===== config.mk =====
export PLATFORM = sky130hd
export DESIGN_NAME = pc_branch_sequencer
export DESIGN_NICKNAME = d
export VERILOG_FILES = /design/src/rtl/pc_branch_sequencer.sv
export SDC_FILE = /design/constraint.sdc
export NUM_CORES = 1
export LEC_CHECK = 0
export ABC_AREA = 1
export CELL_PAD_IN_SITES_DETAIL_PLACEMENT = 2
export CELL_PAD_IN_SITES_GLOBAL_PLACEMENT = 2
export CORE_UTILIZATION = 25
export DETAILED_ROUTE_END_ITERATION = 10
export PLACE_DENSITY = 0.89
export SYNTH_ARGS = -nofsm -noshare
export SYNTH_HDL_FRONTEND = slang
export SYNTH_SLANG_ARGS = --single-unit

===== constraint.sdc =====
create_clock -name clk -period 3.2 [get_ports clk]
set_clock_uncertainty 0.15 [all_clocks]
set_input_delay 0.48 -clock clk [delete_from_list [all_inputs] [get_ports clk]]
set_output_delay 0.48 -clock clk [all_outputs]
set_load 0.005 [all_outputs]

===== src/rtl/pc_branch_sequencer.sv =====
// Program counter and two-phase branch resolver for the multi-cycle datapath.
// Optional branch statistics counters are built when BRANCH_STATS_EN is defined.
module pc_branch_sequencer #(
  parameter int              WIDTH    = 16,
  parameter logic [WIDTH-1:0] RESET_PC = '0
) (
  input  logic             clk,
  input  logic             rst,
  input  logic             PCWrite,
  input  logic             Stall,
  input  logic             Jump,
  input  logic             BranchEq,
  input  logic             BranchNe,
  input  logic             Holster,
  input  logic [WIDTH-1:0] Offset,
  input  logic [WIDTH-1:0] JumpTarget,
  output logic [WIDTH-1:0] PC,
  output logic [WIDTH-1:0] PCPrev,
  output logic             Busy,
  output logic             BranchTaken,
  output logic [15:0]      BranchCount,
  output logic [15:0]      TakenCount
);

  typedef enum logic {
    RUN     = 1'b0,
    RESOLVE = 1'b1
  } state_e;

  state_e           state_q;
  logic [WIDTH-1:0] pc_q;
  logic [WIDTH-1:0] pc_prev_q;
  logic [WIDTH-1:0] offset_q;
  logic             is_ne_q;
  logic             busy_q;
  logic             taken_q;

  logic [WIDTH-1:0] pc_seq_d;
  logic [WIDTH-1:0] pc_br_d;
  logic             taken_d;

  // Offset is a word offset; the shift drops its MSB and all sums wrap.
  assign pc_seq_d = pc_q + WIDTH'(2);
  assign pc_br_d  = pc_seq_d + (offset_q << 1);
  assign taken_d  = is_ne_q ? ~Holster : Holster;

  // NOTE: every state register uses <= so all updates see pre-edge values.
  always_ff @(posedge clk) begin
    if (rst) begin
      state_q   <= RUN;
      pc_q      <= RESET_PC;
      pc_prev_q <= RESET_PC;
      offset_q  <= '0;
      is_ne_q   <= 1'b0;
      busy_q    <= 1'b0;
      taken_q   <= 1'b0;
    end else if (Stall) begin
      taken_q <= 1'b0;
    end else begin
      taken_q <= 1'b0;
      case (state_q)
        RUN: begin
          if (PCWrite) begin
            if (Jump) begin
              pc_q      <= JumpTarget;
              pc_prev_q <= pc_q;
            end else if (BranchEq || BranchNe) begin
              offset_q <= Offset;
              is_ne_q  <= ~BranchEq;
              busy_q   <= 1'b1;
              state_q  <= RESOLVE;
            end else begin
              pc_q      <= pc_seq_d;
              pc_prev_q <= pc_q;
            end
          end
        end
        RESOLVE: begin
          pc_q      <= taken_d ? pc_br_d : pc_seq_d;
          pc_prev_q <= pc_q;
          taken_q   <= taken_d;
          busy_q    <= 1'b0;
          state_q   <= RUN;
        end
        default: state_q <= RUN;
      endcase
    end
  end

  assign PC          = pc_q;
  assign PCPrev      = pc_prev_q;
  assign Busy        = busy_q;
  assign BranchTaken = taken_q;

`ifdef BRANCH_STATS_EN
  logic [15:0] branch_cnt_q;
  logic [15:0] taken_cnt_q;

  // Both counters saturate rather than wrap so long runs stay meaningful.
  always_ff @(posedge clk) begin
    if (rst) begin
      branch_cnt_q <= '0;
      taken_cnt_q  <= '0;
    end else if (!Stall && state_q == RESOLVE) begin
      if (branch_cnt_q != 16'hFFFF) branch_cnt_q <= branch_cnt_q + 16'd1;
      if (taken_d && taken_cnt_q != 16'hFFFF) taken_cnt_q <= taken_cnt_q + 16'd1;
    end
  end

  assign BranchCount = branch_cnt_q;
  assign TakenCount  = taken_cnt_q;
`else
  assign BranchCount = 16'h0000;
  assign TakenCount  = 16'h0000;
`endif

endmodule


== Word level (Yosys, flattened, before mapping) ==
Cells that the tools add are included.
Storage, ports and cells
  register bits: 51
  logic and storage cells: 41
Cells by class
  bitwise logic cells: 5
  $add $sub $neg: 2
  eq/ne operators: 4
  mux-type cells: 18
  reduce and logical (&&, ||, !) cells: 5
Operator list (number)
  $mux 16: 7
  $pmux 16 s2: 2
  $add 16x16->16: 1
  $add 16x2->16 const B: 1
  $mux 1: 7
  $ne 2x2->1 const B: 3
  $not 1->1: 5
  $reduce_and 5->1: 1
  $pmux 1 s2: 2
  $reduce_and 4->1: 1
  $ne 3x3->1 const B: 1
  $reduce_and 3->1: 1
  $reduce_or 3->1: 1
  $logic_or 1x1->1: 1

== Depth between registers and ports, before layout ==
Gate-level depths: netlist of run 1.
  depth in word-level cells: 5
  depth in mapped cells: 20
  mapped depth without buffers: 20

== Worst setup path before layout of run 1 ==
Ideal clock, no wire load.
  path type: register to register
  from: register pc_q[1], in the netlist PC[1]
  to: register pc_q[15], in the netlist PC[15]
  setup time: 0.070 ns
  data arrival time: 2.263 ns
  slack: 0.717 ns
  required time: 2.980 ns
  period minus slack after synthesis: 2.483 ns
  stages on the path, launching flop included: 18
  path through: dfxtp_1 > ha_1 > nand3_1 > nor3_2 > xor2_1 > inv_1 > ha_1 > nand2_1 > inv_1 > nand2_1 > nand2_1 > a21oi_1 > nand2_1 > nand2_1 > nand3_1 > nand2_1 > nand3_1 > a21oi_1
On the way
  word-level cells in the longest chain between the ends: 5
  elaborated cells between the ends (all ways): 7
  classes of those cells: add/sub (2); mux (5)
RTL lines
  start: declaration: line 31  | logic [WIDTH-1:0] pc_q;
  start signal: assignment: line 65  | pc_q <= JumpTarget;
  start signal: assignment: line 73  | pc_q <= pc_seq_d;
  start signal: assignment: line 79  | pc_q <= taken_d ? pc_br_d : pc_seq_d;
  $add 16x2->16 (*): line 43  | assign pc_seq_d = pc_q + WIDTH'(2);
  parallel branches: the longest is 3 deep, another holds $add 16x16->16
  $pmux 16 s2 (*): line 61  | case (state_q)
Mark *: on every way between the ends. The select of a mux whose other input is x is not followed.
A chain may end at the register's enable or synchronous reset.

== Worst setup path after layout of run 1 ==
  from: register pc_q[10], in the netlist PC[10]
  to: register pc_q[15], in the netlist PC[15]
Same word-level chain as after synthesis.

==> results of run 1 <==
-- power by group --
group          internal (mW)  switching (mW)  total (mW)
sequential             0.671          0.0361       0.707
combinational          0.173           0.220       0.393
clock                  0.366           0.265       0.631
total                   1.21           0.522        1.73
-- worst max-delay path: stages (launching register included) --
cell and delay [ns]:
dfxtp_1 0.45, nand2_1 0.16, nor3_1 0.40, nand2_1 0.14, xor2_1 0.18, buf_4 0.17, ha_1 0.33, nand2_1 0.10
nor2_2 0.13, inv_1 0.05, nor2_1 0.09, nand2_1 0.07, nand3_1 0.17, nand3_1 0.11, nand2_1 0.09, nand3_1 0.07
a21oi_1 0.13
-- state kept, by name (all words and copies together) (netlist names) --
signal,count
state_q,1
PCPrev,16
BranchTaken,1
PC,16
is_ne_q,1
offset_q,15
Busy,1
-- final cells by class --
| cell class | instances | area (um^2) | area share |
|---|---|---|---|
| Multi-Input combinational cell | 419 | 2220 | 0.470 |
| Sequential cell | 51 | 1040 | 0.220 |
| Timing Repair Buffer | 86 | 826 | 0.175 |
| Inverter | 68 | 255 | 0.0540 |
| Tap cell | 180 | 225 | 0.0477 |
| Clock buffer | 5 | 125 | 0.0265 |
| Clock inverter | 2 | 37.5 | 0.00794 |
-- metrics by stage --
step                area [um^2]  setup TNS (ns)
floorplan                  3760               0
global placement           4470               0
detailed placement         4470         -0.0430
CTS                        4640               0
global route               4720         -0.0296
finish                     4720               0
-- synthesized netlist by cell type, drive strengths merged --
library cell,n
clkbuf,5
nor2,42
a31oi,4
o21ai,41
xor2,8
fa,1
ha,19
dfxtp,51
o22ai,3
xnor2,2
conb,1
a21oi,62
nand4,4
nand3,37
a221oi,1
nand3b,2
inv,68
o211ai,7
or2,6
buf,42
o221ai,1
a22oi,2
nor3,10
nand2,135
-- cell families after synthesis --
logic type / after synthesis
buf+inv: 115
fa+ha+maj: 20
compound gates: 121
simple gates: 236
xor+xnor: 10
other cells: 1
flops: 51
-- path summary, 6_finish.rpt --
kind / end / slack [ns] / cells after the start
setup reg to reg: PC[15] / 0.16 / 16
hold / removal: offset_q[2] / 0.33 / 2
hold reg to reg: offset_q[2] / 0.33 / 2
setup / recovery: PC[15] / 0.16 / 16
-- routing by layer --
layer | part of all wire | global-route usage | up-vias
li1 | - | - | 1888
met1 | 0.43 | 0.237 | 2039
met2 | 0.51 | 0.353 | 98
met3 | 0.035 | 0.0279 | 26
met4 | 0.024 | 0.0770 | 0
met5 | 0 | 0 | -
-- what timing repair did --
action / 4_1_cts / 5_1_grt
cloned: 0 / 0
pin swaps: 0 / 2
endpoints found under the setup margin: 2 / 6
hold buffers: 0 / 0
setup buffers: 0 / 2
gates resized for setup: 2 / 24
==> impl_results.md, run 1 <==
- Clock Path Buffers: 2
- Share of the synthesized area in the top cell type: 0.280
- Rows: 43
- Least-Margin Pin Slew: 0.901 ns
- Vias in the first global route: 4310
- Initial antenna violation count: 0
- Max-slew violations: 0
- Max-cap violations: 0
- FMAX: 328 MHz
- Hold_sp: offset_q[2]
- Hold Vio Cnt, Final: 0
- Syn. warnings: 0
- Final WS setup: 0.155 ns
- Layout cells sized above 1: 0.108
- Cell count after placement: 802
- Port buffer count: 72
- Syn Inst Count: 554
- H-Tree Depth: 2
- First-pass GRT wire length: 22.6 mm
- RD Place Congestion: 0.863
- Mux cell area share after synthesis: 0
- Syn Area/Cell: 6.58 um^2
- # diodes: 0
- Area Growth Syn to Fin: 29.6%
- Commonest non-fill, non-tap cell in the layout: nand2_1
- Routed len/inst: 18.0 um
- Core Region: 14000 um^2
- Fraction of the mapped netlist area in simple logic gates: 0.283
- CP Capture Type: register
- Maximum vdd drop: 188 uV
- Status: complete, no violations
- Remaining DRCs: 0
- Clock root buffer: clkbuf_16
- Initial Utilization: 0.260
- Power Dens Cells: 366 nW/um^2
- Die H: 123 um
- CTS buffer count: 5
- CP startpoint kind: register
- Synth area leader: dfxtp_1
- Die Area: 15100 um^2
- Commonest non-fill, non-tap cells in the layout: nand2_1, clkdlybuf4s50_1, inv_1
- GRT Total Usage: 0.198
- Static Leak: 2.11 nW
- Compound-Gate Fraction of Synth Area: 0.181
- Adder-Cell Fraction of Synth Area: 0.0707
- Min-delay worst type: register to register
- Crit path launch: PC[10]
- Routed Antenna Nets: 0
- Fin nets: 691
- Crit Path Class: register to register
- Clk slew on worst S/H paths: 0.07 ns
- Final non-filler cell total: 811
- CP required: 3.28 ns
- Pwr Total: 1.73 mW
- Num ports: 106
- Post-place setup slack: -0.0417 ns
- Worst-Skew Late Latency: 0.30 ns
- Critical Path AT: 3.13 ns
- Min Tclk post-route: 3.04 ns
- Mapped cell area: 3650 um^2
- Worst R2R Start: PC[10]
- Final Core Density: 0.336
- Ratio of final minimum period to clock period: 0.951
- Pre-Repair DR Iteration Count: 4
- Final WL: 14.6 mm
- Slew HR: 0.399
- CTS tree: yes
- Hpwl dp: 11.0 mm
- Area contributors post-synth: dfxtp_1, nand2_1, a21oi_1
- Via-to-Cell Ratio: 5.00
- Final setup violation count: 0
- Layout fillers: 1674
- Xor/xnor share of the synthesized area: 0.0240
- Flops & latches, synth: 51
- Clk sinks: 51
- Via count: 4051
- Post-synthesis sequential area ratio: 0.280
- Hold slack: 0.334 ns
- Initial DRC Count: 177
- Die X: 123 um
- Post-synth cell types: 37
- CP Max Fanout: 6
- Largest net degree at the start of global routing: 29
- Largest family of logic cells by synthesized area: simple AND/OR/NAND/NOR gates
- Grt ovf: 0
Power figures use the tool's default switching activity.
==> run 2, diff against run 1 <==
- SETUP_SLACK_MARGIN: default -> 0.02
==> run 2 against run 1 <==
Cell count did not move. Via count fell by 0.94%. Largest cell class unchanged. Critical path depth did not move. Worst setup slack improved by 0.021 ns. Combinational power rose by 1%. Clock-buffer cell count did not move. Total power rose by 0.85%. Non-clock buffer count did not move. Cell area rose by 0.21%.
==> impl_results.md, run 2 (synthesized netlist as in run 1, its figures left out) <==
- Status: complete, no violations
- Min-delay worst type: register to register
- WP buf/inv: 2
- Vias in the first global route: 4310
- Met1 GRT Util: 0.237
- Fin nets: 691
- CTS tree: yes
- Clock root buffer: clkbuf_16
- H-Tree Depth: 2
- CP Max Fanout: 7
- Via count: 4013
- Least-Margin Pin Slew: 0.895 ns
- Die Area: 15100 um^2
- Die H: 123 um
- Initial DRC Count: 161
- Rows: 43
- Grt ovf: 0
- Worst R2R Start: PC[1]
- Area Growth Syn to Fin: 29.9%
- Largest net degree at the start of global routing: 29
- Hold_buf cts: 0
- Max-cap violations: 0
- Cell count after placement: 802
- Final instance area: 4730 um^2
- Layout fillers: 1669
- CP required: 3.30 ns
- Remaining DRCs: 0
- Met2 GRT Util: 0.353
- Initial antenna violation count: 0
- Final WL: 15.2 mm
- Pre-Repair DR Iteration Count: 4
- Final non-filler cell total: 811
- Maximum vdd drop: 198 uV
- CP Capture Type: register
- RD Place Congestion: 0.863
- CTS buffer count: 5
- GRT Total Usage: 0.198
- Gr busiest metal: met2
- Crit-path leading delay family: simple AND/OR/NAND/NOR gates
- Power Dens Cells: 369 nW/um^2
- Clk sinks: 51
- Hold Vio Cnt, Final: 0
- Most common cell on crit path: nand2_1
- Clock Path Buffers: 2
- Routed len/inst: 18.7 um
- Slowest-stage cell, CP: dfxtp_4
- Core Region: 14000 um^2
- Crit path launch: PC[1]
- Routed Antenna Nets: 0
- Initial Utilization: 0.260
- Num ports: 106
- Final setup violation count: 0
- Port buffer count: 72
- Setup tns final: 0 ns
- Die X: 123 um
- Worst-Skew Late Latency: 0.31 ns
- First-pass GRT wire length: 22.6 mm
- Critical Path AT: 3.12 ns
- Max-slew violations: 0
- Hpwl dp: 11.0 mm
- Placed instance area: 4470 um^2
- Final Core Density: 0.337
- Hold_sp: offset_q[2]
- FMAX: 331 MHz
- Met3 usage: 0.0279
- Pwr Total: 1.75 mW
- # diodes: 0
- Ratio of final minimum period to clock period: 0.945
- Via-to-Cell Ratio: 4.95
- Min Tclk post-route: 3.02 ns
- Commonest non-fill, non-tap cell in the layout: nand2_1
- Clk slew on worst S/H paths: 0.08 ns
- Slew HR: 0.403
- CP startpoint kind: register
- Static Leak: 2.11 nW
- Max stage delay on crit path: 0.38 ns
- Commonest non-fill, non-tap cells in the layout: nand2_1, clkdlybuf4s50_1, inv_1
- Layout cells sized above 1: 0.109
- Crit Path Class: register to register
- Critical path, cell by cell: ha_2, nand3_2, nor3_4, buf_4, xor2_4, inv_1, ha_1, a21oi_1, nand2_1, a21oi_1, nand2_1, nand2_1, nand3_1, nand2_1, nand2_1, a21oi_2
[run 2: cell counts in the layout (fill, tap and decap cells not counted)]
No cell type changed its count.
[run 2: area by class of cell]
class | instances | area, um^2 | share of cell area
Clock buffer | 5 | 125 | 0.0264
Clock inverter | 2 | 37.5 | 0.00793
Inverter | 68 | 255 | 0.0539
Multi-Input combinational cell | 419 | 2230 | 0.471
Sequential cell | 51 | 1040 | 0.219
Tap cell | 180 | 225 | 0.0476
Timing Repair Buffer | 86 | 826 | 0.174
[run 2: tightest hold or removal path: stages, from the launching register on]
cell     delay (ns)
dfxtp_1        0.32
nand2_1        0.06
a21oi_1        0.05
[run 2: metrics by stage]
stage | worst slack [ns] | hold WS, ns
after global routing | -0.0376 | 0.363
final | 0.176 | 0.334
after floorplan | 0.717 | 0.294
after detailed placement | -0.0417 | 0.326
after global placement | 0.210 | 0.309
after CTS | 0.0274 | 0.336
[run 2: routing by layer]
metal  part of all wire  wire length [um]
met1               0.43              6450
met3              0.038               571
met4              0.035               537
met5                  0                 0
met2               0.50              7600
[run 2: power by group]
group / switching (mW) / internal [mW]
registers: 0.0366 / 0.671
logic: 0.225 / 0.173
clock network: 0.274 / 0.366
[run 2: worst paths after layout]
check	cells after the start	end	slack (ns)
worst max-delay path	16	PC[14]	0.18
worst min-delay path	2	offset_q[2]	0.33
worst max register to register	16	PC[14]	0.18
worst min register to register	2	offset_q[2]	0.33
[run 2: repair_timing]
| action | in CTS | in global routing |
|---|---|---|
| pin swaps | 0 | 2 |
| endpoints found under the setup margin | 2 | 7 |
| gates resized for setup | 3 | 25 |
| buffers inserted | 0 | 2 |
==> run 3, diff against run 2 <==
- CAP_MARGIN: default -> 0
- CORE_UTILIZATION: 25 -> 23
- PLACE_DENSITY: 0.89 -> 0.87
- clock period: 3.2 -> 2.5 ns (I/O delays scaled with it)
==> run 3 against run 2 <==
The run now ends with negative setup slack left. Wire length rose by 33%. Fmax rose by 2.7%. Utilization increased by 4.8 points. Via count up 12%. Sequential share of layout area fell by 4.2 points. Combinational power is 84% higher. Hold slack better by 0.0056 ns. Clock power up 26%. Sequential power rose by 28%. Cell count up 13%. Clock-buffer cell count rose by 2.
==> impl_results.md, run 3 (synthesized netlist as in run 1, its figures left out) <==
- CP Max Fanout: 4
- P_sw: 0.820 mW
- Crit Path Class: register to register
- Maximum vdd drop: 250 uV
- Clock root buffer: clkbuf_16
- Final WL: 20.2 mm
- CP required: 2.61 ns
- Routed Antenna Nets: 0
- Hpwl dp: 13.6 mm
- Worst R2R Start: PC[7]
- Initial Utilization: 0.238
- Ratio of final minimum period to clock period: 1.18
- Final non-filler cell total: 919
- Area Growth Syn to Fin: 61.8%
- # diodes: 0
- Pwr Total: 2.45 mW
- RD Place Congestion: 0.860
- Critical Path AT: 3.06 ns
- FF-to-FF setup slack: -0.44 ns
- Layout cells sized above 1: 0.325
- FMAX: 340 MHz
- Clk sinks: 51
- Via count: 4485
- Status: finished with violations
- CTS buffer count: 5
- Final setup violation count: 12
- Die X: 128 um
- Slew HR: 0.599
- Crit path launch: PC[7]
- Switching Share: 0.335
- Power Dens Cells: 414 nW/um^2
- Clock Path Buffers: 2
- Largest net degree at the start of global routing: 29
- Logic pwr share: 0.300
- Port buffer count: 72
- Routed len/inst: 22.0 um
- Cell count after placement: 896
- Final WS setup: -0.444 ns
- CTS tree: yes
- Min Tclk post-route: 2.94 ns
- Commonest non-fill, non-tap cell in the layout: nand2_1
- Pint: 1.63 mW
- Initial DRC Count: 171
- CP startpoint kind: register
- Clk slew on worst S/H paths: 0.08 ns
- Initial antenna violation count: 0
- Worst-Skew Late Latency: 0.33 ns
- Core Region: 15300 um^2
- Max-slew violations: 0
- CP Capture Type: register
- Commonest non-fill, non-tap cells in the layout: nand2_1, buf_4, clkdlybuf4s50_1
- Static Leak: 2.61 nW
- Least-Margin Pin Slew: 0.600 ns
- Remaining DRCs: 0
- Num ports: 106
- GRT Total Usage: 0.237
- FF-to-FF End: PC[15]
- Clock network power share: 0.329
- RSZ-0062 raised after global routing: yes
- Die H: 128 um
- Max-cap violations: 0
- Worst setup endpoint: PC[15]
- Vias in the first global route: 5145
- Hold_buf cts: 0
- Pre-Repair DR Iteration Count: 4
- Sequential cell fraction of total power: 0.371
- Via-to-Cell Ratio: 4.88
- Failing checks: negative setup slack
- Grt ovf: 0
- First-pass GRT wire length: 28.8 mm
- Die Area: 16400 um^2
- Min-delay worst type: register to register
- Worst r2r path cells: 20
- H-Tree Depth: 2
- Rows: 45
- Fin nets: 767
- Hold Vio Cnt, Final: 0
## run 3: cell types whose count changed in the layout (fill, tap and decap cells not counted), moves of 11 or more
cell,previous run,this run
nand3_1,36,25
nand2_1,129,99
buf_4,14,84
ha_1,17,6
ha_4,1,12
a21oi_1,58,46
nand2_2,5,28
## run 3: area by class of cell
class | count | area [um^2]
clock buffers | 7 | 153
repair buffers | 162 | 1450
well taps | 211 | 264
clock inverters | 1 | 7.51
inverters | 68 | 255
fillers | 1785 | 9410
multi-input cells | 419 | 2730
flip-flops and latches | 51 | 1040
## run 3: per-layer routing
| metal | track usage | routed length [um] | vias to the layer above |
|---|---|---|---|
| li1 | - | - | 2044 |
| met1 | 0.250 | 7590 | 2200 |
| met2 | 0.446 | 10600 | 169 |
| met3 | 0.0351 | 805 | 72 |
| met4 | 0.138 | 1210 | 0 |
| met5 | 0 | 0 | - |
## run 3: critical path, stage by stage, from the launching register on
cell,delay (ns)
dfxtp_4,0.39
nand2_2,0.10
nor3_4,0.16
nand2_1,0.13
nor2_2,0.16
nand2_1,0.07
nand2_1,0.08
nand2_2,0.07
inv_1,0.14
ha_4,0.24
nand2_1,0.12
inv_1,0.09
nand2_1,0.08
nand2_1,0.10
a21oi_4,0.20
nand2_2,0.11
nand2_4,0.08
nand3_2,0.06
nand2_2,0.11
nand3_2,0.09
a21oi_2,0.14
## run 3: per-stage QoR
step / hold slack [ns] / worst slack [ns] / instance area, um^2 / util / TNS, ns
2_1_floorplan: 0.294 / 0.0460 / 3760 / - / 0
3_3_place_gp: 0.314 / -0.262 / 5020 / 0.328 / -1.44
3_5_place_dp: 0.322 / -0.507 / 5020 / 0.328 / -3.76
4_1_cts: 0.334 / -0.244 / 5510 / 0.359 / -1.82
5_1_grt: 0.356 / -0.608 / 5900 / 0.385 / -4.47
6_report: 0.339 / -0.444 / 5900 / 0.385 / -2.96
## run 3: worst min-delay path by stage
stage	start	endpoint	cells past startpoint
CTS	offset_q[13]	offset_q[13]	2
detailed placement	offset_q[2]	offset_q[2]	2
global placement	PCPrev[2]	PCPrev[2]	2
floorplan	offset_q[4]	offset_q[4]	2
finish	offset_q[3]	offset_q[3]	2
global route	offset_q[0]	offset_q[0]	2
## run 3: power by group through the flow
stage | Clock, mW | Combinational, mW | Sequential, mW
final | 0.804 | 0.733 | 0.908
after global routing | 0.843 | 0.782 | 0.912
after CTS | 0.778 | 0.654 | 0.901
after detailed placement | 0 | 0.607 | 0.917
after global placement | 0 | 0.568 | 0.911
after floorplan | 0 | 0.289 | 0.910
## run 3: timing repair
action / 4_1_cts / 5_1_grt
pin swaps: 9 / 44
endpoints found under the setup margin: 11 / 11
setup buffers: 6 / 9
resized for setup: 68 / 78
hold endpoints to repair: 0 / 0
